## src/rtl/hc_csr_pkg.sv

```systemverilog
// Shared types for the host-controlled MMIO CSR block: CCI-P MMIO channel
// structs, buffer descriptors, control FSM states and control command codes.
package hc_csr_pkg;

  typedef logic [15:0] t_ccip_mmioAddr;
  typedef logic [8:0]  t_ccip_tid;
  typedef logic [63:0] t_ccip_mmioData;

  // MMIO request header; address is a DWORD index, not a byte address
  typedef struct packed {
    t_ccip_mmioAddr address;
    logic [1:0]     length;
    logic           rsvd;
    t_ccip_tid      tid;
  } t_ccip_c0_ReqMmioHdr;

  typedef struct packed {
    t_ccip_tid tid;
  } t_ccip_c2_RspMmioHdr;

  typedef struct packed {
    t_ccip_c0_ReqMmioHdr hdr;
    logic                mmioRdValid;
    logic                mmioWrValid;
    t_ccip_mmioData      data;
  } t_if_ccip_c0_Rx;

  typedef struct packed {
    t_ccip_c2_RspMmioHdr hdr;
    logic                mmioRdValid;
    t_ccip_mmioData      data;
  } t_if_ccip_c2_Tx;

  typedef logic [63:0] t_hc_address;
  typedef logic [31:0] t_hc_control;

  typedef struct packed {
    t_hc_address address;
    logic [31:0] size;
  } t_hc_buffer;

  typedef enum logic [2:0] {
    S_RESET = 3'd0,
    S_IDLE  = 3'd1,
    S_RUN   = 3'd2,
    S_DONE  = 3'd3,
    S_STOP  = 3'd4
  } t_hc_state;

  localparam t_hc_control HC_CONTROL_ASSERT_RST   = 32'h0;
  localparam t_hc_control HC_CONTROL_DEASSERT_RST = 32'h1;
  localparam t_hc_control HC_CONTROL_START        = 32'h3;
  localparam t_hc_control HC_CONTROL_STOP         = 32'h7;

  // Bit positions of the one-hot register select produced by the decoder
  localparam int SEL_DSM      = 0;
  localparam int SEL_CTRL     = 1;
  localparam int SEL_BUF_ADDR = 2;
  localparam int SEL_BUF_SIZE = 3;
  localparam int SEL_W        = 4;

  function automatic t_ccip_mmioData hc_status_word(input t_hc_state s);
    return 64'({29'b0, s});
  endfunction

endpackage

```

## src/rtl/hc_mmio_decode.sv

```systemverilog
// Combinational MMIO address decoder: DWORD index to one-hot register select
// plus descriptor index.
module hc_mmio_decode
  import hc_csr_pkg::*;
#(
  parameter int          NUM_BUFFERS  = 2,
  parameter logic [15:0] BUFFER_BASE  = 16'h120,
  parameter logic [15:0] DSM_ADDR     = 16'h110,
  parameter logic [15:0] CONTROL_ADDR = 16'h118
) (
  input  t_ccip_mmioAddr   addr,
  output logic [SEL_W-1:0] sel,
  output logic [2:0]       buf_idx
);

  localparam t_ccip_mmioAddr DSM_DW   = DSM_ADDR >> 2;
  localparam t_ccip_mmioAddr CTRL_DW  = CONTROL_ADDR >> 2;
  localparam t_ccip_mmioAddr BUF_DW   = BUFFER_BASE >> 2;
  localparam t_ccip_mmioAddr BUF_SPAN = t_ccip_mmioAddr'(4 * NUM_BUFFERS);

  t_ccip_mmioAddr buf_off;

  assign buf_off = addr - BUF_DW;

  // Each descriptor spans four DWORDs: address at +0, size at +2
  always_comb begin
    sel     = '0;
    buf_idx = '0;
    if (addr == DSM_DW) begin
      sel[SEL_DSM] = 1'b1;
    end else if (addr == CTRL_DW) begin
      sel[SEL_CTRL] = 1'b1;
    end else if ((addr >= BUF_DW) && (buf_off < BUF_SPAN)) begin
      buf_idx = buf_off[4:2];
      if (buf_off[1:0] == 2'd0) begin
        sel[SEL_BUF_ADDR] = 1'b1;
      end else if (buf_off[1:0] == 2'd2) begin
        sel[SEL_BUF_SIZE] = 1'b1;
      end
    end
  end

endmodule

```

## src/rtl/hc_mmio_csr.sv

```systemverilog
// MMIO control/status register block: DSM base, buffer descriptors and the
// run-control FSM, with single-cycle registered read responses.
module hc_mmio_csr
  import hc_csr_pkg::*;
#(
  parameter int          NUM_BUFFERS  = 2,
  parameter logic [15:0] BUFFER_BASE  = 16'h120,
  parameter logic [15:0] DSM_ADDR     = 16'h110,
  parameter logic [15:0] CONTROL_ADDR = 16'h118
) (
  input  logic                         clk,
  input  logic                         reset_n,
  input  t_if_ccip_c0_Rx               rx_c0,
  output t_if_ccip_c2_Tx               tx_c2,
  input  logic                         done,
  output t_hc_address                  dsm_base,
  output t_hc_buffer [NUM_BUFFERS-1:0] buffers,
  output logic                         afu_reset_n,
  output logic                         start_pulse,
  output logic                         stop_pulse,
  output logic                         running
);

  t_ccip_c0_ReqMmioHdr          mmio_hdr;
  logic [SEL_W-1:0]             sel;
  logic [2:0]                   buf_idx;
  logic                         ctrl_wr;
  logic                         cfg_wr;

  t_hc_state                    state_q, state_d;
  t_hc_address                  dsm_q, dsm_d;
  t_hc_buffer [NUM_BUFFERS-1:0] buffers_q, buffers_d;
  t_if_ccip_c2_Tx               tx_c2_q, tx_c2_d;
  logic                         start_pulse_q, start_pulse_d;
  logic                         stop_pulse_q, stop_pulse_d;
  logic                         running_q, running_d;
  logic                         afu_reset_n_q, afu_reset_n_d;

  logic                         unused_hdr_bits;

  assign mmio_hdr        = rx_c0.hdr;
  assign unused_hdr_bits = ^{mmio_hdr.length, mmio_hdr.rsvd};

  hc_mmio_decode #(
    .NUM_BUFFERS  (NUM_BUFFERS),
    .BUFFER_BASE  (BUFFER_BASE),
    .DSM_ADDR     (DSM_ADDR),
    .CONTROL_ADDR (CONTROL_ADDR)
  ) u_decode (
    .addr    (mmio_hdr.address),
    .sel     (sel),
    .buf_idx (buf_idx)
  );

  assign ctrl_wr = rx_c0.mmioWrValid && sel[SEL_CTRL];
  // Configuration is frozen while the datapath is consuming it
  assign cfg_wr  = rx_c0.mmioWrValid && (state_q != S_RUN);

  always_ff @(posedge clk) begin
    if (!reset_n) begin
      state_q <= S_RESET;
    end else begin
      state_q <= state_d;
    end
  end

  // A control write that changes state wins over a same-cycle done
  always_comb begin
    state_d = state_q;
    if (ctrl_wr) begin
      case (rx_c0.data[31:0])
        HC_CONTROL_ASSERT_RST: state_d = S_RESET;
        HC_CONTROL_DEASSERT_RST: begin
          if (state_q inside {S_RESET, S_DONE, S_STOP}) state_d = S_IDLE;
        end
        HC_CONTROL_START: begin
          if (state_q == S_IDLE) state_d = S_RUN;
        end
        HC_CONTROL_STOP: begin
          if (state_q == S_RUN) state_d = S_STOP;
        end
        default: ;
      endcase
    end
    if ((state_q == S_RUN) && (state_d == S_RUN) && done) begin
      state_d = S_DONE;
    end
  end

  always_comb begin
    start_pulse_d = (state_q == S_IDLE) && (state_d == S_RUN);
    stop_pulse_d  = (state_q == S_RUN) && (state_d == S_STOP);
    running_d     = (state_d == S_RUN);
    afu_reset_n_d = (state_d != S_RESET);
  end

  always_comb begin
    dsm_d     = dsm_q;
    buffers_d = buffers_q;
    if (cfg_wr) begin
      if (sel[SEL_DSM]) dsm_d = rx_c0.data;
      for (int i = 0; i < NUM_BUFFERS; i++) begin
        if (buf_idx == i[2:0]) begin
          if (sel[SEL_BUF_ADDR]) buffers_d[i].address = rx_c0.data;
          if (sel[SEL_BUF_SIZE]) buffers_d[i].size    = rx_c0.data[31:0];
        end
      end
    end
  end

  // Read data reflects register contents before any same-cycle write
  always_comb begin
    tx_c2_d             = '0;
    tx_c2_d.mmioRdValid = rx_c0.mmioRdValid;
    tx_c2_d.hdr.tid     = mmio_hdr.tid;
    if (sel[SEL_DSM])  tx_c2_d.data = dsm_q;
    if (sel[SEL_CTRL]) tx_c2_d.data = hc_status_word(state_q);
    for (int i = 0; i < NUM_BUFFERS; i++) begin
      if (buf_idx == i[2:0]) begin
        if (sel[SEL_BUF_ADDR]) tx_c2_d.data = buffers_q[i].address;
        if (sel[SEL_BUF_SIZE]) tx_c2_d.data = 64'(buffers_q[i].size);
      end
    end
  end

  always_ff @(posedge clk) begin
    if (!reset_n) begin
      dsm_q         <= '0;
      buffers_q     <= '0;
      tx_c2_q       <= '0;
      start_pulse_q <= 1'b0;
      stop_pulse_q  <= 1'b0;
      running_q     <= 1'b0;
      afu_reset_n_q <= 1'b0;
    end else begin
      dsm_q         <= dsm_d;
      buffers_q     <= buffers_d;
      tx_c2_q       <= tx_c2_d;
      start_pulse_q <= start_pulse_d;
      stop_pulse_q  <= stop_pulse_d;
      running_q     <= running_d;
      afu_reset_n_q <= afu_reset_n_d;
    end
  end

  assign tx_c2       = tx_c2_q;
  assign dsm_base    = dsm_q;
  assign buffers     = buffers_q;
  assign start_pulse = start_pulse_q;
  assign stop_pulse  = stop_pulse_q;
  assign running     = running_q;
  assign afu_reset_n = afu_reset_n_q;

endmodule
```

## config.mk

```make
export PLATFORM = sky130hd
export DESIGN_NAME = hc_mmio_csr
export DESIGN_NICKNAME = d
export VERILOG_FILES = /design/src/rtl/hc_csr_pkg.sv /design/src/rtl/hc_mmio_decode.sv /design/src/rtl/hc_mmio_csr.sv
export SDC_FILE = /design/constraint.sdc
export NUM_CORES = 1
export LEC_CHECK = 0
export CORE_MARGIN = 4
export CORE_UTILIZATION = 47
export CTS_CLUSTER_SIZE = 12
export DETAILED_ROUTE_END_ITERATION = 12
export GPL_ROUTABILITY_DRIVEN = 1
export PLACE_DENSITY_LB_ADDON = 0.15
export SYNTH_ARGS = -nofsm -noshare
export SYNTH_HDL_FRONTEND = slang
export SYNTH_SLANG_ARGS = --single-unit
export TNS_END_PERCENT = 30
```

## constraint.sdc

```tcl
create_clock -name clk -period 3.53 [get_ports clk]
set_clock_uncertainty 0.15 [all_clocks]
set_input_delay 0.706 -clock clk [delete_from_list [all_inputs] [get_ports clk]]
set_output_delay 0.706 -clock clk [all_outputs]
set_load 0.02 [all_outputs]
```

After elaboration in Yosys (flattened, before gate mapping)
Cells that the tools add are included.
Widths: inputs -> output; s select.
{"block": "totals", "register_bits": 337, "elab_cells": 74, "output_inout_bits": 334}
{"block": "classes", "addsub": 1, "n_lt_le_gt_ge": 2, "eq_ne": 15, "mux": 25, "reduce_logical": 18}
{"op": "$mux 64", "count": 8}
{"op": "$eq 16x7->1 const B", "count": 2}
{"op": "$eq 32x1->1 const B", "count": 1}
{"op": "$eq 32x2->1 const B", "count": 1}
{"op": "$eq 32x3->1 const B", "count": 1}
{"op": "$logic_not 32->1", "count": 1}
{"op": "$mux 3", "count": 9}
{"op": "$ge 16x7->1 const B", "count": 1}
{"op": "$lt 16x4->1 const B", "count": 1}
{"op": "$sub 16x7->16 const B", "count": 1}
{"op": "$eq 3x2->1 const B", "count": 4}
{"op": "$pmux 3 s4", "count": 1}
{"op": "$reduce_and 3->1", "count": 4}
{"op": "$logic_and 1x1->1", "count": 7}
{"op": "$eq 3x1->1 const B", "count": 2}
{"op": "$eq 3x3->1 const B", "count": 2}
{"op": "$logic_not 3->1", "count": 2}
{"op": "$reduce_bool 3->1", "count": 2}
{"op": "$mux 1", "count": 5}
{"op": "$mux 2", "count": 2}
{"op": "$ne 3x2->1 const B", "count": 1}
{"op": "$eq 2x2->1 const B", "count": 1}
{"op": "$logic_not 2->1", "count": 1}
{"op": "$reduce_and 2->1", "count": 1}

Depth between registers and ports, before layout
Gate-level depths: netlist of run 1.
{"block": "logic_depth", "ltp_word": 15, "depth_mapped": 11}

Hierarchy
A second synthesis of run 1 with hierarchy kept.
{"block": "unflattened", "cells_unflattened": 1768, "area_unflattened_um2": 13551.7}
{"mod": "hc_mmio_csr", "area_each_um2": 13419.1, "cells_per_inst": 1747, "instances": 1}
{"mod": "hc_mmio_decode", "area_each_um2": 132.6, "cells_per_inst": 21, "instances": 1}

Worst setup path before layout of run 1
No wires, ideal clock.
{"block": "synth_path", "path_type": "input to register", "startpoint": "in rx_c0[86] in the netlist's numbering", "endpoint": "reg buffers_q (netlist bit buffers[32])", "path_stages": 8, "t_arrival_ps": 2830, "path_slack_ps": 480, "n_path_buf": 2, "setup_ps": 70, "required_ps": 3310, "path_cell_list": "or4_4 -> a2111oi_4 -> nor4_2 -> buf_6 -> nor4_4 -> buf_6 -> nand2_1 -> a21boi_1"}
{"block": "synth_via", "elab_chain_cells": 8, "elab_cells_between_ends": 14}
{"element": "from (decl)", "line": "hc_mmio_csr.sv:13", "rtl": "input t_if_ccip_c0_Rx rx_c0,"}
{"element": "$sub 16x7->16", "line": "hc_mmio_decode.sv:23", "rtl": "assign buf_off = addr - BUF_DW;"}
{"element": "$lt 16x4->1", "line": "hc_mmio_decode.sv:33", "rtl": "end else if ((addr >= BUF_DW) && (buf_off < BUF_SPAN)) begin"}
{"element": "$logic_and 1x1->1", "line": "hc_mmio_decode.sv:33"}
{"element": "$mux 3", "line": "hc_mmio_decode.sv:33"}
{"element": "$mux 3", "line": "hc_mmio_decode.sv:31", "rtl": "end else if (addr == CTRL_DW) begin"}
{"element": "$mux 3", "line": "hc_mmio_decode.sv:29", "rtl": "if (addr == DSM_DW) begin"}
{"element": "$logic_not 3->1", "line": "hc_mmio_csr.sv:103", "rtl": "if (buf_idx == i[2:0]) begin"}
{"element": "$reduce_and 3->1 (no line) *"}
{"element": "to (signal assigned)", "line": "hc_mmio_csr.sv:137", "rtl": "buffers_q <= buffers_d;"}
{"element": "to (decl)", "line": "hc_mmio_csr.sv:32", "rtl": "t_hc_buffer [NUM_BUFFERS-1:0] buffers_q, buffers_d;"}
Mark *: on every way between the ends. The rest lies on a longest branch, timed or not.
A chain may end at the register's enable or synchronous reset.

Final worst setup path of run 1
{"block": "layout_path", "startpoint": "in rx_c0[87] in the netlist's numbering", "endpoint": "reg tx_c2_q (netlist bit tx_c2[15])"}
{"block": "layout_via", "elab_chain_cells": 12, "elab_cells_between_ends": 24}
{"element": "$sub 16x7->16", "line": "hc_mmio_decode.sv:23"}
{"element": "$lt 16x4->1", "line": "hc_mmio_decode.sv:33"}
{"element": "$logic_and 1x1->1", "line": "hc_mmio_decode.sv:33"}
{"element": "$mux 2", "line": "hc_mmio_decode.sv:33"}
{"element": "$mux 2", "line": "hc_mmio_decode.sv:31"}
{"element": "$mux 3", "line": "hc_mmio_decode.sv:29"}
{"element": "$mux 64", "line": "hc_mmio_csr.sv:120", "rtl": "if (sel[SEL_BUF_ADDR]) tx_c2_d.data = buffers_q[i].address;"}
{"element": "$mux 64", "line": "hc_mmio_csr.sv:121", "rtl": "if (sel[SEL_BUF_SIZE]) tx_c2_d.data = 64'(buffers_q[i].size);"}
{"element": "$mux 64", "line": "hc_mmio_csr.sv:119", "rtl": "if (buf_idx == i[2:0]) begin"}
{"element": "$mux 64", "line": "hc_mmio_csr.sv:120"}
{"element": "$mux 64", "line": "hc_mmio_csr.sv:121"}
{"element": "$mux 64 *", "line": "hc_mmio_csr.sv:119"}
{"element": "to (signal assigned)", "line": "hc_mmio_csr.sv:138", "rtl": "tx_c2_q <= tx_c2_d;"}
{"element": "to (decl)", "line": "hc_mmio_csr.sv:33", "rtl": "t_if_ccip_c2_Tx tx_c2_q, tx_c2_d;"}
Marked as above.

==> metrics.md, run 1 <==
| Metric | Value |
|---|---|
| Area delta synth->final | `45.86%` |
| Cell area after synthesis | `roughly 14000 um2` |
| Clock latency on the worst-skew pair | `0.51 ns` |
| Fin util | `a little over two thirds` |
| Syn_area_per_cell | `roughly 8.6 um2` |
| Routability-driven placement congestion ratio | `0.9002` |
| Reg2reg setup slack | `0.93 ns` |
| CP Data Arrival Time | `3.55 ns` |
| Hold Path Depth | `2` |
| Final Cycle Share | `93.23%` |
| Avg WL per Cell | `about 21 um` |
| Clk buf depth | `3` |
| Reg-to-Reg Start | `state_q[1]` |
| DRT antenna net count | `0` |
| Post-route total power | `7.879 mW` |
| Die W | `181.4 um` |
| Buf/Inv on CP | `3` |
| Htree depth | `2` |
| Clk slew on worst S/H paths | `0.06 ns` |
| Total track usage | `30.64%` |
| Main combinational cell family by area after synthesis | `simple AND/OR/NAND/NOR gates` |
| Site Rows | `63` |
| Hold Buf Count CTS | `0` |
| Largest net degree at the start of global routing | `100` |
| Worst VDD drop | `0.0002525 V` |
| Final wirelength | `52.49 mm` |
| Synth top area cells | `dfxtp_1 48%, nand2_1 15%, a21boi_0 8.1%` |
| Global-route wire length before repair | `slightly above 80 mm` |
| Max Slew Vio Count | `0` |
| Routed via count | `between 10000 and 15000` |
| Yosys warning total | `0` |
| Initial DRT Pass Iterations | `5` |
| Startpoint Class | `primary input` |
| Tmin final | `3.291 ns` |
| N_diodes | `0` |
| Sequential area share after synthesis | `47.74%` |
| DRC viols | `0` |
| WP data required | `around 3.8 ns` |
| DPL Wire Length | `34.99 mm` |
| Port Buffer Count | `roughly 430` |
| Worst slew pin tran | `between 0.7 and 0.8 ns` |
| Post-CTS Repair Setup Buffers | `0` |
| Drt via density | `~5.6` |
| Post-synth ARST share | `0%` |
| Cell mode on critical path | `buf_4` |
| Post-synth top area cell | `dfxtp_1` |
| TritonCTS Sinks | `337` |
| Worst-case reg-to-reg path depth | `6` |
| Crit-path max FO | `16` |
| Cells after synthesis | `1641` |
| Critical path, cell by cell | `clkdlybuf4s50_1 > or4_4 > a2111oi_4 > nor4_4 > buf_4 > nor4_2 > buf_4 > a221oi_1 > nor3b_1` |
| Xor and xnor fraction of the mapped netlist area | `0%` |
| Ys flop type | `dfxtp_1` |
| Critical path type | `in2reg` |
| Initial Util | `47.68%` |
| Endpoints failing setup | `0` |
| Highest clock rate | `303.8 MHz` |
| CTS tree | `built` |
| Post-CTS Resized | `0` |
| Cell family with most CP delay | `simple AND/OR/NAND/NOR gates` |
| Synth Area in Adders | `less than 1%` |
| Remaining global-route overflow | `0` |
| Final nets | `2178` |
| Synth top area share | `47.74%` |
| Hold EP | `buffers[24]` |
| Mux cell area share after synthesis | `4.781%` |
| CP startpoint | `rx_c0[87]` |
| Initial antenna violation count | `1` |
| CTS Root Cell | `clkbuf_16` |
| Die Area | `roughly 33000 um2` |
| Setup TNS | `0 ns` |
| RSZ-0062 raised after global routing | `no` |
| Placed Area | `19490 um2` |
| Min-Delay Startpoint | `buffers[24]` |
| IO Count | `431` |
| Die Y-Extent | `between 150 and 200 um` |
| CTS buffer count | `37` |
| Post-synth EDFFs | `0` |
| Simple logic cell fraction of the synthesized area | `23.51%` |
| Worst reg2reg endpoint | `dsm_base[2]` |
| Worst hold margin | `between 0.3 and 0.4 ns` |
| Leak pwr | `7.085 nW` |
| Compound-Gate Fraction of Synth Area | `19.71%` |
| PD cells | `382.2 nW/um2` |
| Slew headroom | `a little over half` |
| Max stage delay on crit path | `0.58 ns` |
| Fillers | `2347` |
| Max-Cap Viols | `0` |
| Ratio of cells with drive above 1 in the final layout | `9.614%` |
| Worst setup EP type | `register` |
| Synth unique cells | `57` |
| Final hold violations | `0` |
| Hold Path Class | `reg2reg` |
| Synthesis-stage register bit count | `337` |
| Vias in the first global route | `13796` |
| Slowest cell on the critical path | `or4_4` |
| Status | `complete, no violations` |
| Initial drt markers | `roughly 1200` |
| CORE AREA | `29640 um2` |
| Design Area, Final | `20610 um2` |
| Syn_nets | `1739` |
[cell usage after synthesis (all sizes together), types with 5 or more instances]
cell    number
o21ai       36
and2        46
nand3        9
nor3b       29
nand2b       5
nor3        12
buf         40
clkbuf      87
nand2      560
inv          6
mux2        28
and3         7
nand4       10
nor2        14
mux2i       36
o31ai        6
dfxtp      337
a221oi      53
a21boi     256
or4          5
nor4        15
[power by group]
part	leakage, nW	internal [mW]	switching [mW]	total (mW)
sequential	2.72	3.81	0.00157	3.81
combinational	3.82	0.219	0.210	0.429
clock	0.552	2.14	1.50	3.64
[per-stage QoR]
stage	cells	setup WS [ns]
floorplan	1641	0.4802
global placement	2431	-0.1467
detailed placement	2431	-0.2328
CTS	2491	0.2619
global route	2491	0.1512
finish	2491	0.2389
[worst min-delay path, delay by kind of cell (launching register included)]
family          cells  cell delay (ns)
compound gates      1             0.05
simple gates        1             0.06
flops               1             0.32
[metal layers]
metal  GRT usage (%)  share of wire, %  vias to the layer above
li1                -                 -                     6463
met1           38.01                40                     6741
met2           50.96                47                      644
met3           8.714               9.3                      118
met4           11.29               3.8                        2
met5               0             0.036                        -
[registers in the layout, indices dropped and copies added (netlist names)]
register	cells
state_q	3
running	1
start_pulse	1
dsm_base	64
afu_reset_n	1
tx_c2	74
buffers	192
stop_pulse	1
[cell type report]
| cell class | count | area, um2 | area share, % |
|---|---|---|---|
| Clock buffer | 54 | 1060 | 5.141 |
| Inverter | 6 | 22.52 | 0.1093 |
| Tap cell | 390 | 488.0 | 2.367 |
| Sequential cell | 337 | 6746 | 32.73 |
| Multi-Input combinational cell | 1171 | 6842 | 33.19 |
| Timing Repair Buffer | 527 | 5396 | 26.18 |
| Clock inverter | 6 | 58.81 | 0.2853 |
[worst max-delay path by stage]
stage               cells past startpoint          end  slack, ns
global route                            9    tx_c2[15]       0.15
detailed placement                      9    tx_c2[15]      -0.23
floorplan                               8  buffers[32]       0.48
global placement                        9     tx_c2[9]      -0.15
finish                                  9    tx_c2[15]       0.24
CTS                                     9    tx_c2[15]       0.26
[placed cells by master (no fill, tap or decap), types with 4 or more instances in the layout]
cell type | Yosys | layout
nand2_1 | 560 | 560
clkdlybuf4s50_1 | 0 | 425
dfxtp_1 | 337 | 337
a21boi_0 | 152 | 152
a21boi_1 | 104 | 104
buf_4 | 2 | 70
a221oi_1 | 53 | 53
and2_1 | 46 | 44
clkbuf_16 | 0 | 37
mux2i_1 | 36 | 36
o21ai_0 | 35 | 35
buf_12 | 0 | 30
nor3b_1 | 29 | 29
mux2_2 | 28 | 28
nor2_1 | 14 | 14
nor3_1 | 10 | 10
clkbuf_1 | 87 | 10
nand4_1 | 9 | 9
nor4_1 | 9 | 8
nand3_1 | 8 | 8
and3_1 | 7 | 7
clkbuf_8 | 0 | 7
inv_1 | 6 | 6
o31ai_1 | 6 | 6
nor4_4 | 5 | 6
nand2b_1 | 5 | 5
clkinv_2 | 0 | 4
[cell families after synthesis]
| kind of cell | Yosys count |
|---|---|
| compound gates | 371 |
| fa+ha+maj | 1 |
| buf+inv | 133 |
| flops | 337 |
| mux | 64 |
| simple gates | 735 |
Power figures use the tool's default switching activity.
==> run 2: changes to the inputs <==
- RECOVER_POWER: unset -> 25
- REMOVE_ABC_BUFFERS: unset -> 1
==> run 2 against run 1 <==
  * Via count fell by 1.1%
  * Count of clock-buffer cells in the layout is 3 higher
  * The run now ends with max-capacitance violations, max-slew violations left
  * Worst hold slack about the same
  * Sequential power is essentially flat
  * Cell count stayed put
  * Non-clock buffer count shrank 5
  * Sequential share of layout area rose by 0.15 points
  * Die area stayed put
  * Register-to-register slack better by 0.28 ns
  * Worst setup slack improved by 0.072 ns
  * Power increased by 1.2%
==> metrics.md, run 2 (same netlist as run 1, synthesis figures left out) <==
| Metric | Value |
|---|---|
| Worst slew pin tran | `2.039 ns (+1.338 ns)` |
| Fin util | `69.23% (-0.32 points)` |
| Max-Cap Viols | `1 (+1)` |
| CTS Root Cell | `clkbuf_16` |
| Worst VDD drop | `0.0004216 V (+67%)` |
| Hold Buf Count CTS | `0 (unchanged)` |
| Remaining global-route overflow | `0 (unchanged)` |
| Die Area | `32910 um2 (unchanged)` |
| Placed Area | `19370 um2 (-0.65%)` |
| Initial antenna violation count | `1 (unchanged)` |
| Die Y-Extent | `181.4 um (unchanged)` |
| Highest clock rate | `310.6 MHz (+2.2%)` |
| Most common cell after layout, fill and taps aside | `nand2_1` |
| Clk slew on worst S/H paths | `0.05 ns (about the same)` |
| Routed via count | `13819 (-1.1%)` |
| Commonest non-fill, non-tap cells in the layout | `560 x nand2_1, 337 x dfxtp_1, 268 x clkdlybuf4s50_1` |
| Final hold violations | `0 (unchanged)` |
| Slew headroom | `-35.97% (-89 points)` |
| Worst hold margin | `0.3158 ns (-0.0003470 ns)` |
| Critical path type | `in2reg` |
| Leak pwr | `7.598 nW (+7.2%)` |
| Failing checks | `max-capacitance violations, max-slew violations` |
| Slowest cell on the critical path | `or4_4` |
| Buf/Inv on CP | `3 (unchanged)` |
| Non-Filler Instances | `2491 (unchanged)` |
| Initial drt markers | `1026 (-11%)` |
| Post-CTS Resized | `0 (unchanged)` |
| Initial DRT Pass Iterations | `5 (unchanged)` |
| Cell mode on critical path | `buf_4` |
| Global-route wire length before repair | `80.70 mm (about the same)` |
| Reg2reg setup slack | `1.21 ns (+0.28 ns)` |
| Tmin final | `3.219 ns (-0.07174 ns)` |
| Critical path, cell by cell | `clkdlybuf4s50_1 > or4_4 > a2111oi_4 > nor4_4 > buf_4 > nor4_2 > buf_4 > a221oi_1 > o31ai_1` |
| Largest net degree at the start of global routing | `129 (+29%)` |
| Die W | `181.4 um (unchanged)` |
| Crit-path max FO | `16 (unchanged)` |
| CP Data Arrival Time | `3.48 ns (-0.07 ns)` |
| WP data required | `3.79 ns (about the same)` |
| Worst setup EP type | `register` |
| Clock latency on the worst-skew pair | `0.51 ns (about the same)` |
| Avg WL per Cell | `21.11 um (+0.18%)` |
| Ratio of cells with drive above 1 in the final layout | `9.476% (-0.14 points)` |
| CTS buffer count | `38 (+2.7%)` |
| Port Buffer Count | `427 (unchanged)` |
| Initial Util | `47.68% (unchanged)` |
| Site Rows | `63 (unchanged)` |
| CTS tree | `built` |
| Drt via density | `5.548 (-1.1%)` |
| Max reg flops | `192 (unchanged)` |
| RSZ-0062 raised after global routing | `no` |
| Area delta synth->final | `45.20%` |
| Htree depth | `2 (unchanged)` |
| Post-CTS Repair Setup Buffers | `0 (unchanged)` |
| CORE AREA | `29640 um2 (unchanged)` |
| Total track usage | `30.66% (about the same)` |
| Startpoint Class | `primary input` |
| Routability-driven placement congestion ratio | `0.9207 (+2.3%)` |
| Design Area, Final | `20520 um2 (-0.46%)` |
| Vias in the first global route | `13705 (-0.66%)` |
| IO Count | `431 (unchanged)` |
| DPL Wire Length | `35.18 mm (+0.54%)` |
| Cell family with most CP delay | `simple AND/OR/NAND/NOR gates` |
| PD cells | `388.4 nW/um2 (+1.6%)` |
| DRC viols | `0 (unchanged)` |
| Final Cycle Share | `91.20% (-2.0 points)` |
| Status | `finished, violations left` |
| Max stage delay on crit path | `0.59 ns (about the same)` |
| TritonCTS Sinks | `337 (unchanged)` |
| Hold Path Class | `reg2reg` |
| Final nets | `2174 (-0.18%)` |
| DRT antenna net count | `0 (unchanged)` |
| Post-route total power | `7.970 mW (+1.2%)` |
| Endpoints failing setup | `0 (unchanged)` |
| Placed insts | `2426 (-0.21%)` |
| Final wirelength | `52.59 mm (+0.18%)` |
| Max Slew Vio Count | `129 (+129)` |
| Clk buf depth | `3 (unchanged)` |
[run 2: changes by cell type in the layout (fill, tap and decap cells not counted), moves of 2 or more]
cell,delta
clkbuf_1,+2
clkdlybuf4s50_1,-157
dlygate4sd3_1,+157
buf_12,-8
buf_4,+2
clkbuf_16,+2
[run 2: path summary, 6_finish.rpt]
path | start | end | depth (start not counted)
setup / recovery | rx_c0[86] | tx_c2[9] | 9
hold / removal | buffers[60] | buffers[60] | 2
setup reg to reg | state_q[0] | buffers[67] | 6
hold reg to reg | buffers[60] | buffers[60] | 2
[run 2: report_power, final]
part / internal, mW / switching, mW
clock network: 2.22 / 1.52
registers: 3.81 / 0.00137
logic: 0.214 / 0.206
total: 6.25 / 1.72
[run 2: tightest hold or removal path, cell delays in order (launching register included)]
cell and delay, ns:
dfxtp_1 0.31, nand2_1 0.05, a21boi_1 0.05
[run 2: through the flow]
stage	setup WS [ns]	TNS (ns)
finish	0.3106	0
global route	0.1895	0
CTS	0.3326	0
detailed placement	-0.1669	-12.75
global placement	-0.1305	-8.373
floorplan	-1.245	-156.04
[run 2: area by class of cell]
class                   instances  area (um2)
fillers                      2369        9119
diodes                          1       2.502
clock buffers                  57        1104
multi-input cells            1171        6840
well taps                     390       488.0
flip-flops and latches        337        6746
repair buffers                522        5253
inverters                       6       22.52
clock inverters                 7       63.81
[run 2: per-layer routing]
metal	share of wire [%]	routed length, um	global-route usage, %
met1	39	20400	37.45
met2	47	24820	51.31
met5	0.015	8	0
met3	10	5272	8.974
met4	4.0	2084	11.71
